$ cat config.mk
export PLATFORM = sky130hd
export DESIGN_NAME = run_monitor
export DESIGN_NICKNAME = d
export VERILOG_FILES = /design/src/rtl/run_monitor.sv
export SDC_FILE = /design/constraint.sdc
export NUM_CORES = 1
export LEC_CHECK = 0
export CAP_MARGIN = 30
export CORE_MARGIN = 3
export CORE_UTILIZATION = 42
export DETAILED_ROUTE_END_ITERATION = 16
export GPL_TIMING_DRIVEN = 0
export PLACE_DENSITY_LB_ADDON = 0.15
export SLEW_MARGIN = 5
export SYNTH_ARGS = -nofsm -noshare
export SYNTH_HDL_FRONTEND = slang
export SYNTH_SLANG_ARGS = --single-unit
$ cat constraint.sdc
create_clock -name clk -period 3.2 [get_ports clk]
set_clock_uncertainty 0.2 [all_clocks]
set_input_delay 0.32 -clock clk [delete_from_list [all_inputs] [get_ports clk]]
set_output_delay 0.32 -clock clk [all_outputs]
set_load 0.03 [all_outputs]
$ cat src/rtl/run_monitor.sv
// rtl/run_monitor.sv - run outcome monitor: watched-register shadows, end-PC and timeout verdicts
module run_monitor #(
  parameter int XLEN      = 32,
  parameter int NUM_WATCH = 2,
  parameter int RADDR_W   = 5,
  parameter int CYC_W     = 32
) (
  input  logic                           clk,
  input  logic                           rst,
  input  logic                           start,
  input  logic [XLEN-1:0]                pc,
  input  logic                           pc_valid,
  input  logic [XLEN-1:0]                end_pc,
  input  logic [CYC_W-1:0]               timeout_limit,
  input  logic                           rf_we,
  input  logic [RADDR_W-1:0]             rf_waddr,
  input  logic [XLEN-1:0]                rf_wdata,
  input  logic [NUM_WATCH-1:0]           watch_en,
  input  logic [NUM_WATCH*RADDR_W-1:0]   watch_addr,
  input  logic [NUM_WATCH*XLEN-1:0]      watch_expect,
  output logic [1:0]                     state,
  output logic                           done,
  output logic                           pass,
  output logic                           fail,
  output logic                           timeout,
  output logic [NUM_WATCH-1:0]           match_mask,
  output logic [CYC_W-1:0]               cycle_count,
  output logic [CYC_W-1:0]               retired_count
);

  localparam logic [1:0]       S_IDLE  = 2'b00;
  localparam logic [1:0]       S_RUN   = 2'b01;
  localparam logic [1:0]       S_DONE  = 2'b10;
  localparam logic [CYC_W-1:0] CYC_ONE = {{(CYC_W-1){1'b0}}, 1'b1};
  localparam logic [CYC_W:0]   CYC_ONE_W = {{CYC_W{1'b0}}, 1'b1};

  logic [1:0]      state_q;
  logic [1:0]      state_d;
  logic [XLEN-1:0] shadow [NUM_WATCH];
  logic            hit_pass;
  logic            hit_fail;
  logic            hit_time;
  logic [CYC_W:0]  cyc_next_w;

  // Exit conditions look at registered shadows, so a write only counts one edge later.
  always_comb begin
    cyc_next_w = {1'b0, cycle_count} + CYC_ONE_W;
    hit_pass   = (watch_en != '0) && (&(match_mask | ~watch_en));
    hit_fail   = pc_valid && (pc == end_pc);
    hit_time   = (timeout_limit != '0) && (cyc_next_w == {1'b0, timeout_limit});
  end

  always_ff @(posedge clk or negedge rst) begin
    if (!rst) state_q <= S_IDLE;
    else      state_q <= state_d;
  end

  always_comb begin
    state_d = state_q;
    if (start) begin
      state_d = S_RUN;
    end else begin
      case (state_q)
        S_IDLE:  state_d = S_IDLE;
        S_RUN:   if (hit_pass || hit_fail || hit_time) state_d = S_DONE;
        S_DONE:  state_d = S_DONE;
        default: state_d = S_IDLE;
      endcase
    end
  end

  always_comb begin
    state      = state_q;
    done       = (state_q == S_DONE);
    match_mask = '0;
    for (int i = 0; i < NUM_WATCH; i++) begin
      match_mask[i] = (shadow[i] == watch_expect[i*XLEN +: XLEN]);
    end
  end

  always_ff @(posedge clk or negedge rst) begin
    if (!rst) begin
      pass          <= 1'b0;
      fail          <= 1'b0;
      timeout       <= 1'b0;
      cycle_count   <= '0;
      retired_count <= '0;
      for (int i = 0; i < NUM_WATCH; i++) shadow[i] <= '0;
    end else if (start) begin
      pass          <= 1'b0;
      fail          <= 1'b0;
      timeout       <= 1'b0;
      cycle_count   <= '0;
      retired_count <= '0;
      for (int i = 0; i < NUM_WATCH; i++) shadow[i] <= '0;
    end else if (state_q == S_RUN) begin
      if (cycle_count != '1) cycle_count <= cycle_count + CYC_ONE;
      if (pc_valid && (retired_count != '1)) retired_count <= retired_count + CYC_ONE;
      // x0 is never loaded, so a channel watching it stays at zero.
      for (int i = 0; i < NUM_WATCH; i++) begin
        if (rf_we && (rf_waddr != '0) && (rf_waddr == watch_addr[i*RADDR_W +: RADDR_W])) begin
          shadow[i] <= rf_wdata;
        end
      end
      pass    <= hit_pass;
      fail    <= !hit_pass && hit_fail;
      timeout <= !hit_pass && !hit_fail && hit_time;
    end
  end

endmodule

==> impl_metrics.ini <==
[finish]
final_common_cell = clkdlybuf4s50_1
drive_gt1_share_pct = 7.14
post-route-util_pct = 64.5
fin_nets = 1424
layout_common_cells = clkdlybuf4s50_1, nor2_1, dfrtp_1, xor2_1, xnor2_1
final_cells = 1480
syn_to_final_growth_pct = 47.7

[min_path]
hold_class = primary input to asynchronous set/reset pin

[power_and_ir_drop]
power_leakage_nw = 5.37
p_per_area_nw_per_um2 = 361
ir_worst_vdd_uv = 354
pwr-share-comb_pct = 17.3
p_clk_share_pct = 44.0
intPower_w = 0.00330
p_sw_w = 0.00116
pwr-share-seq_pct = 38.6
p_total_w = 0.00446
swShare_pct = 26.0

[synthesis]
ys_types = 58
synthesis.nets = 1107
synth_enable_flop_cells = 0
netlist_top_cells_area = dfrtp_1, xor2_1, xnor2_1
synth_ff_type = dfrtp_1
synth_top_area_cell = dfrtp_1
ys_seq_elements = 133
synthCells = 889
yosysWarnings = 0
async_flop_share_pct = 100
syn-cell-area_um2 = 8360
ys_seq_area_share_pct = 39.8
synth_area_per_cell_um2 = 9.40
synth_top_area_share_pct = 39.8

[worst_setup_path]
crit_path_top_delay_cell = or4_4
worstPathArrival_ns = 3.21
critical-path-max-stage-delay_ns = 0.55
cpMostUsedCell = a211oi_2
crit_path_end_kind = flip-flop
r2r_end = state[1]
path_depth = 10
crit_path_start = cycle_count[1]
path_buf_inv = 1
worstRegToRegCells = 10
worstSetupEndpoint = state[1]
reg2reg_from = cycle_count[1]
cp_top_family = simple AND/OR/NAND/NOR gates
crit_type = flip-flop to flip-flop
critPathMaxFanout = 9
path_cells = ha_4 -> nand3_4 -> or4_4 -> buf_4 -> xnor2_1 -> a2111oi_1 -> nand4_1 -> nor4_4 -> a211oi_2 -> a211oi_2
critPathLaunchType = flip-flop
crit_required_ns = 3.33
rrSetupSlack_ns = 0.12

[timing]
final-hold-violation-count = 0
fin_setup_tns_ns = 0
fin_crit_sh_pct = 96.2
final_max_slew_viol_count = 0
finalCriticalPeriod_ns = 3.08
setup_viol = 0
timing.fmax_mhz = 325
tightest_slew_ns = 0.859
hold_slack_ns = 0.253
relSlewSlack_pct = 42.7

[route]
ant_nets = 0
wl_per_cell_um = 18.4
drt_drc_violations_left = 0
drt_iter0_drc = 555
via_per_inst = 5.25
routed_wl_um = 27200
drtPass1Iterations = 7
vias = 7766

[clock_network]
clock_latency_ns = 0.42
cts_made_buffers = 17
htree_levels = 4
cts_root_buf = clkbuf_16
cts_tree = done
clock_sinks = 133
clock_path_buffers = 2
clk_pin_slew_worst_paths_ns = 0.06

[global_routing]
grt-ovfl-total = 0
grt_util_met1_pct = 33.9
use_met3_pct = 6.20
antenna_found_initial = 2
grt_pass1_vias = 7788
grt_pass1_wl_um = 43000
grt_max_degree = 69
grtUsageTotal_pct = 25.2
grt_use_met2_pct = 40.3
top_usage_layer = met2

[placed_design]
place_inst = 1434
io_buffers = 284
post-dp-hpwl_um = 20900
gp_congestion = 0.907

[run_status]
outcome = complete, no violations

[die]
rows = 50
die_h_um = 147
dieArea_um2 = 21600
core-area_um2 = 19100
fp.dieW_um = 147
initial_utilization_pct = 43.7
ios = 286

[run]
drv_cap = 0
synthesized netlist by cell type (4+ instances only):
cell and number:
mux2i_1 67, nand2_1 36, nor4_1 33, buf_1 8, and2_1 5, nor3b_1 5
xor2_1 114, nor2_1 154, and4_1 7, nand3_1 33, a21oi_1 15, and3_1 13
nor3_1 18, or3_1 10, nand4_1 39, o21ai_0 11, buf_2 7, nand2b_1 6
o21a_1 6, xnor2_1 86, clkbuf_1 24, ha_1 4, inv_1 6, dfrtp_1 133
metrics by stage:
| stage | worst slack [ns] | area (um^2) |
|---|---|---|
| 2_1_floorplan | 0.0178 | 8360 |
| 3_3_place_gp | -4.40 | 11500 |
| 3_5_place_dp | -0.340 | 11600 |
| 4_1_cts | 0.0204 | 12200 |
| 5_1_grt | -0.0227 | 12300 |
| 6_report | 0.122 | 12300 |
how the worst min path moves through the flow:
stage / start / to / cells after the start
6_report: rst / shadow[39] / 2
5_1_grt: rst / shadow[39] / 2
4_1_cts: rst / shadow[39] / 2
2_1_floorplan: rst / cycle_count[0] / 0
3_5_place_dp: rst / shadow[54] / 1
3_3_place_gp: pass / pass / 2
registers in the layout (all words and copies together) (netlist names):
name           cells
cycle_count       32
retired_count     32
pass               1
shadow            64
state              2
timeout            1
fail               1
power groups by stage:
stage	Combinational, W	Clock, W	Sequential [W]
2_1_floorplan	0.000253	0	0.00178
3_3_place_gp	0.000726	0	0.00176
3_5_place_dp	0.000736	0	0.00176
4_1_cts	0.000759	0.00200	0.00172
5_1_grt	0.000837	0.00208	0.00173
6_report	0.000774	0.00196	0.00172
routing by layer:
metal	vias up	routed length, um
met5	-	8
met4	2	587
met3	40	2060
met2	282	12800
met1	3706	11700
li1	3736	-
area by class of cell:
class | count | area, um^2
multi-input cells | 708 | 4890
clock buffers | 18 | 439
fillers | 1637 | 6800
plain buffers | 40 | 186
diodes | 1 | 2.50
clock inverters | 14 | 153
well taps | 260 | 325
repair buffers | 300 | 2990
inverters | 6 | 22.5
flip-flops and latches | 133 | 3340
cells by family (layout without fill, tap and decap cells):
family,Yosys count,after routing,share of synthesized area [%]
other,0,1,0
AOI/OAI and AO/OA,62,62,5.24
adders and majority gates,5,5,0.719
DFF,133,133,39.8
muxes,68,68,8.16
and+or+nand+nor,373,373,22.7
buffers and inverters,48,378,2.44
xor gates and xnor gates,200,200,21.0
repair_timing:
| item | 4_1_cts | 5_1_grt |
|---|---|---|
| resized for setup | 9 | 21 |
| hold endpoints to repair | 67 | 0 |
| pin swaps | 4 | 7 |
| setup buffers | 3 | 11 |
| hold buffers | 1 | 0 |
| endpoints found under the setup margin | 32 | 55 |
(Power assumes the default switching activity.)
